[src/rtl/sparc_pkg.sv]
// Shared SPARC definitions for the sequencer: Bicc condition encodings, icc bit
// positions, sequencer state encoding and the Bicc condition evaluator.
package sparc_pkg;

   localparam logic [3:0] COND_BN   = 4'h0;
   localparam logic [3:0] COND_BE   = 4'h1;
   localparam logic [3:0] COND_BLE  = 4'h2;
   localparam logic [3:0] COND_BL   = 4'h3;
   localparam logic [3:0] COND_BLEU = 4'h4;
   localparam logic [3:0] COND_BCS  = 4'h5;
   localparam logic [3:0] COND_BNEG = 4'h6;
   localparam logic [3:0] COND_BVS  = 4'h7;
   localparam logic [3:0] COND_BA   = 4'h8;
   localparam logic [3:0] COND_BNE  = 4'h9;
   localparam logic [3:0] COND_BG   = 4'hA;
   localparam logic [3:0] COND_BGE  = 4'hB;
   localparam logic [3:0] COND_BGU  = 4'hC;
   localparam logic [3:0] COND_BCC  = 4'hD;
   localparam logic [3:0] COND_BPOS = 4'hE;
   localparam logic [3:0] COND_BVC  = 4'hF;

   localparam int ICC_N = 3;
   localparam int ICC_Z = 2;
   localparam int ICC_V = 1;
   localparam int ICC_C = 0;

   typedef enum logic [1:0] {
      S_FETCH = 2'd0,
      S_EXEC  = 2'd1,
      S_HALT  = 2'd2
   } seq_state_t;

   function automatic logic cond_eval(input logic [3:0] cond, input logic [3:0] nzvc);
      logic n, z, v, c, r;
      n = nzvc[ICC_N];
      z = nzvc[ICC_Z];
      v = nzvc[ICC_V];
      c = nzvc[ICC_C];
      r = 1'b0;
      case (cond)
         COND_BA:   r = 1'b1;
         COND_BN:   r = 1'b0;
         COND_BNE:  r = !z;
         COND_BE:   r = z;
         COND_BG:   r = !(z | (n ^ v));
         COND_BLE:  r = z | (n ^ v);
         COND_BGE:  r = !(n ^ v);
         COND_BL:   r = n ^ v;
         COND_BGU:  r = !(c | z);
         COND_BLEU: r = c | z;
         COND_BCC:  r = !c;
         COND_BCS:  r = c;
         COND_BPOS: r = !n;
         COND_BNEG: r = n;
         COND_BVC:  r = !v;
         COND_BVS:  r = v;
         default:   r = 1'b0;
      endcase
      return r;
   endfunction

endpackage

[src/rtl/pc_next_calc.sv]
// Combinational next PC/nPC/annul computation for a non-annulled instruction
// completing execution. Decode priority is JMPL > CALL > Bicc > sequential.
module pc_next_calc
   import sparc_pkg::*;
#(
   parameter int ADDR_W = 32
) (
   input  logic [ADDR_W-1:0] pc,
   input  logic [ADDR_W-1:0] npc,
   input  logic [3:0]        icc,
   input  logic              is_bicc,
   input  logic              is_call,
   input  logic              is_jmpl,
   input  logic [4:0]        cond_code,
   input  logic [21:0]       disp22,
   input  logic [29:0]       disp30,
   input  logic [ADDR_W-1:0] jmpl_target,
   output logic [ADDR_W-1:0] pc_next,
   output logic [ADDR_W-1:0] npc_next,
   output logic              annul_next,
   output logic              taken,
   output logic              misalign
);

   logic [ADDR_W-1:0] seq_npc;
   logic [ADDR_W-1:0] bicc_target;
   logic [ADDR_W-1:0] call_target;
   logic              cond_true;

   // Word displacements are sign-extended; all sums wrap modulo 2^ADDR_W.
   assign seq_npc     = npc + ADDR_W'(4);
   assign bicc_target = pc + ADDR_W'($signed({disp22, 2'b00}));
   assign call_target = pc + ADDR_W'($signed({disp30, 2'b00}));
   assign cond_true   = cond_eval(cond_code[3:0], icc);

   always_comb begin
      pc_next    = npc;
      npc_next   = seq_npc;
      annul_next = 1'b0;
      taken      = 1'b0;
      misalign   = 1'b0;
      if (is_jmpl) begin
         if (jmpl_target[1:0] != 2'b00) begin
            misalign = 1'b1;
            pc_next  = pc;
            npc_next = npc;
         end else begin
            npc_next = jmpl_target;
            taken    = 1'b1;
         end
      end else if (is_call) begin
         npc_next = call_target;
         taken    = 1'b1;
      end else if (is_bicc) begin
         taken = cond_true;
         if (cond_true) begin
            npc_next = bicc_target;
         end
         // BA,a annuls its slot even though taken; other a=1 branches annul only when untaken.
         annul_next = cond_code[4] & (!cond_true | (cond_code[3:0] == COND_BA));
      end
   end

endmodule

[src/rtl/branch_sequencer.sv]
// Owns PC/nPC and icc; walks each instruction through fetch and execute, applying
// Bicc/CALL/JMPL redirects with SPARC delayed-branch annul semantics.
module branch_sequencer
   import sparc_pkg::*;
#(
   parameter int                ADDR_W   = 32,
   parameter logic [ADDR_W-1:0] RESET_PC = '0
) (
   input  logic              clk,
   input  logic              reset,
   output logic              fetch_req,
   output logic [ADDR_W-1:0] fetch_addr,
   input  logic              fetch_ack,
   input  logic              is_bicc,
   input  logic [4:0]        cond_code,
   input  logic [21:0]       disp22,
   input  logic              is_call,
   input  logic [29:0]       disp30,
   input  logic              is_jmpl,
   input  logic [ADDR_W-1:0] jmpl_target,
   input  logic              exec_done,
   input  logic              cc_we,
   input  logic [3:0]        alu_nzvc,
   output logic [ADDR_W-1:0] pc,
   output logic [ADDR_W-1:0] npc,
   output logic [3:0]        icc,
   output logic              exec_en,
   output logic              branch_taken,
   output logic              misalign
);

   seq_state_t        state_reg, state_next;
   logic [ADDR_W-1:0] pc_reg, pc_next;
   logic [ADDR_W-1:0] npc_reg, npc_next;
   logic [3:0]        icc_reg, icc_next;
   logic              annul_reg, annul_next;
   logic              taken_reg, taken_next;
   logic              misalign_reg, misalign_next;
   logic              dec_bicc_reg, dec_bicc_next;
   logic              dec_call_reg, dec_call_next;
   logic              dec_jmpl_reg, dec_jmpl_next;
   logic [4:0]        dec_cond_reg, dec_cond_next;
   logic [21:0]       dec_disp22_reg, dec_disp22_next;
   logic [29:0]       dec_disp30_reg, dec_disp30_next;

   logic [ADDR_W-1:0] calc_pc, calc_npc;
   logic              calc_annul, calc_taken, calc_misalign;

   pc_next_calc #(.ADDR_W(ADDR_W)) u_pc_next_calc (
      .pc          (pc_reg),
      .npc         (npc_reg),
      .icc         (icc_reg),
      .is_bicc     (dec_bicc_reg),
      .is_call     (dec_call_reg),
      .is_jmpl     (dec_jmpl_reg),
      .cond_code   (dec_cond_reg),
      .disp22      (dec_disp22_reg),
      .disp30      (dec_disp30_reg),
      .jmpl_target (jmpl_target),
      .pc_next     (calc_pc),
      .npc_next    (calc_npc),
      .annul_next  (calc_annul),
      .taken       (calc_taken),
      .misalign    (calc_misalign)
   );

   always_comb begin
      state_next      = state_reg;
      pc_next         = pc_reg;
      npc_next        = npc_reg;
      icc_next        = icc_reg;
      annul_next      = annul_reg;
      taken_next      = 1'b0;
      misalign_next   = misalign_reg;
      dec_bicc_next   = dec_bicc_reg;
      dec_call_next   = dec_call_reg;
      dec_jmpl_next   = dec_jmpl_reg;
      dec_cond_next   = dec_cond_reg;
      dec_disp22_next = dec_disp22_reg;
      dec_disp30_next = dec_disp30_reg;
      fetch_req       = 1'b0;
      exec_en         = 1'b0;
      case (state_reg)
         S_FETCH: begin
            fetch_req = 1'b1;
            if (fetch_ack) begin
               dec_bicc_next   = is_bicc;
               dec_call_next   = is_call;
               dec_jmpl_next   = is_jmpl;
               dec_cond_next   = cond_code;
               dec_disp22_next = disp22;
               dec_disp30_next = disp30;
               state_next      = S_EXEC;
            end
         end
         S_EXEC: begin
            if (annul_reg) begin
               // Annulled delay slot: skip it in one cycle, exec_done is ignored.
               annul_next = 1'b0;
               pc_next    = npc_reg;
               npc_next   = npc_reg + ADDR_W'(4);
               state_next = S_FETCH;
            end else begin
               exec_en = 1'b1;
               if (exec_done) begin
                  if (cc_we) begin
                     icc_next = alu_nzvc;
                  end
                  if (calc_misalign) begin
                     misalign_next = 1'b1;
                     state_next    = S_HALT;
                  end else begin
                     pc_next    = calc_pc;
                     npc_next   = calc_npc;
                     annul_next = calc_annul;
                     taken_next = calc_taken;
                     state_next = S_FETCH;
                  end
               end
            end
         end
         S_HALT: begin
            state_next = S_HALT;
         end
         default: begin
            state_next = S_FETCH;
         end
      endcase
   end

   always_ff @(posedge clk or posedge reset) begin
      if (reset) begin
         state_reg      <= S_FETCH;
         pc_reg         <= RESET_PC;
         npc_reg        <= RESET_PC + ADDR_W'(4);
         icc_reg        <= '0;
         annul_reg      <= 1'b0;
         taken_reg      <= 1'b0;
         misalign_reg   <= 1'b0;
         dec_bicc_reg   <= 1'b0;
         dec_call_reg   <= 1'b0;
         dec_jmpl_reg   <= 1'b0;
         dec_cond_reg   <= '0;
         dec_disp22_reg <= '0;
         dec_disp30_reg <= '0;
      end else begin
         state_reg      <= state_next;
         pc_reg         <= pc_next;
         npc_reg        <= npc_next;
         icc_reg        <= icc_next;
         annul_reg      <= annul_next;
         taken_reg      <= taken_next;
         misalign_reg   <= misalign_next;
         dec_bicc_reg   <= dec_bicc_next;
         dec_call_reg   <= dec_call_next;
         dec_jmpl_reg   <= dec_jmpl_next;
         dec_cond_reg   <= dec_cond_next;
         dec_disp22_reg <= dec_disp22_next;
         dec_disp30_reg <= dec_disp30_next;
      end
   end

   assign fetch_addr   = pc_reg;
   assign pc           = pc_reg;
   assign npc          = npc_reg;
   assign icc          = icc_reg;
   assign branch_taken = taken_reg;
   assign misalign     = misalign_reg;

endmodule

[config.mk]
export PLATFORM = sky130hd
export DESIGN_NAME = branch_sequencer
export DESIGN_NICKNAME = d
export VERILOG_FILES = /design/src/rtl/sparc_pkg.sv /design/src/rtl/pc_next_calc.sv /design/src/rtl/branch_sequencer.sv
export SDC_FILE = /design/constraint.sdc
export NUM_CORES = 1
export LEC_CHECK = 0
export CAP_MARGIN = 20
export CORE_ASPECT_RATIO = 1.2
export CORE_MARGIN = 5
export CORE_UTILIZATION = 57
export CTS_CLUSTER_DIAMETER = 80
export DETAILED_ROUTE_END_ITERATION = 6
export GPL_TIMING_DRIVEN = 0
export PLACE_DENSITY = 0.95
export SYNTH_ARGS = -nofsm -noshare
export SYNTH_HDL_FRONTEND = slang
export SYNTH_SLANG_ARGS = --single-unit
[constraint.sdc]
create_clock -name clk -period 11.6 [get_ports clk]
set_input_delay 1.74 -clock clk [delete_from_list [all_inputs] [get_ports clk]]
set_output_delay 1.74 -clock clk [all_outputs]
set_load 0.1 [all_outputs]
==> flow_summary.ini <==
[synthesis]
synth_top_family_by_area = compound AO/OA/AOI/OAI gates
synth-compound-area-share_pct = 21.70
synth_edf_count = 0
synthCells = 1182
ys_warn_count = 0
async_flop_share_pct = 100.0
ys_types = 65
synth_xor_area_share_pct = 7.179
synth_mux_area_share_pct = 7.279
ys.flop_type = dfrtp_1
synth-simple-area-share_pct = 17.02
synth.most_common_cell = nand2_1
ys_top_cells_by_area = dfrtp_1, ha_1, mux2_2, nand2_1, a21oi_1
synth_fa_ha_area_share_pct = 7.779
syn-num-nets = 1344
synth_seq_area_share_pct = 33.28
synth_area_mm2 = 0.01000
avgSynthCellArea_um2 = 8.464
synthDominantCellAreaShare_pct = 33.02
yosys.area.top_type = dfrtp_1
ys_ff_latch = 133
synth_common_cells = nand2_1, dfrtp_1, a21oi_1

[route]
drc = 1
ant_nets = 0
finalWirelength_um = 36520
drt_iter0_markers = 1582
num_vias = 10570
wl_per_cell_um = 22.28
first_pass_iters = 7
vias_per_cell = 6.447

[run]
cap_violations = 0

[final_layout]
layoutNonFillerInstCount = 1639
fillers = 1273
fin_util_pct = 74.51
n_antenna_cell = 0
final_area_mm2 = 0.01294
drive_gt1_share_pct = 10.01
syn_to_final_growth_pct = 29.39
final_net_count = 1568

[floorplan]
initial_core_util_pct = 57.58
rows = 53
core_area_mm2 = 0.01737
die_area_mm2 = 0.02031
die_w_um = 130.9
fp.dieH_um = 155.1
boundaryPins = 205

[clock_tree]
cts_buffer_depth = 2
cts_max_level = 4
clkLatencyLatePin_ps = 430
clk_pin_slew_ps = 60
cts_buffers = 17
clock-root-buffer = clkbuf_16
clock-sinks = 133
cts_setup_buffers = 0
postCtsResizedCells = 0
cts_tree = built
cts_hold_buf = 0

[grt]
grt_max_degree = 85
grt_antenna_before_repair = 0
grt_pass1_vias = 10390
grt.total_usage_pct = 35.77
grt_overflow = 0
grt_pass1_wl_um = 56150

[status]
violations = DRC
status = complete, but fails checks

[critical_path]
critPathArrivalTime_ps = 2770
cp_slowest_cell = clkdlybuf4s50_1
r2r_cells = 11
end_kind = primary output
crit_type = reg -> out
startpoint_type = flip-flop
cp.required_ps = 9860
cp_max_fo = 6
path_cells = inv_2 > nand2_1 > nor2_1 > clkdlybuf4s50_1
slowest_delay_ps = 1240

[min_path]
hold_depth = 1
hp-class = reg -> reg

[placed_design]
place_area_mm2 = 0.01235
place.gp.congestion = 0.9900
dpl.hpwl_um = 27240
io_buffers = 204
placed_cells = 1607

[sta]
drv_slew = 0
tns_ps = 0
rsz0062_at_grt = false
min_period_over_period_pct = 38.86
worst_pin_slew_ps = 1064
setup_viol = 0
max_freq_ghz = 0.2218
finalHoldViolCount = 0
fin_skew_ps = 6.386
relSlewSlack_pct = 28.44
min_period_ps = 4508
[final cells by class]
class                   instances  area [um^2]  share of cell area (%)
well taps                     220        275.3                   2.126
flip-flops and latches        133         3329                   25.72
multi-input cells             928         6098                   47.11
repair buffers                205         2069                   15.99
clock inverters                14        151.4                   1.170
inverters                      22        87.58                  0.6766
plain buffers                  99        494.2                   3.818
clock buffers                  18        439.2                   3.393
[logic make-up (layout without fill, tap and decap cells)]
| logic type | count (synthesis) | after routing |
|---|---|---|
| flops | 133 | 133 |
| buf+inv | 121 | 358 |
| mux | 65 | 65 |
| compound gates | 338 | 338 |
| simple gates | 382 | 382 |
| fa+ha+maj | 61 | 61 |
| xor+xnor | 82 | 82 |
[routing by layer]
layer / up-vias / routed length [um] / global-route usage [%]
met4: 0 / 1974 / 16.36
met5: - / 0 / 0
li1: 4696 / - / -
met2: 750 / 17010 / 57.43
met1: 4939 / 13420 / 45.16
met3: 182 / 4105 / 8.826
[critical path: cells and delay by family, from the launching register on]
kind,cells,cell delay (ps)
and+or+nand+nor,2,650
DFF,1,390
buffers and inverters,2,1300
[per-stage QoR]
stage	hold WS, ps	setup slack (ps)
floorplan	464.6	6307
global placement	460.7	4434
detailed placement	466.2	7031
CTS	494.2	7172
global route	521.5	7099
finish	494.5	7092
[layout by cell type (no fill, tap or decap), types with 17 or more instances in the layout]
master / instances
clkdlybuf4s50_1: 204
nand2_1: 183
dfrtp_1: 132
a21oi_1: 109
nor2_1: 76
mux2_2: 62
ha_1: 59
clkbuf_1: 56
xnor2_1: 54
o21ai_0: 32
buf_4: 32
nand3_1: 31
o21ai_1: 29
xor2_1: 28
a21o_1: 25
a31oi_1: 20
nand4_1: 19
inv_1: 19
nor3_1: 17
clkbuf_16: 17
[final timing paths]
kind	end	start	slack (ps)
worst max-delay path	exec_en	state_reg[1]	7090
worst min-delay path	misalign	misalign	490
worst max register to register	npc[26]	fetch_addr[2]	7680
worst min register to register	misalign	misalign	490
max in group asynchronous	npc[12]	reset	9080
min in group asynchronous	dec_disp22_reg[17]	reset	1720
Power is not shown: default switching activity piles up to over one toggle a cycle in this logic, so the estimate is an artifact.
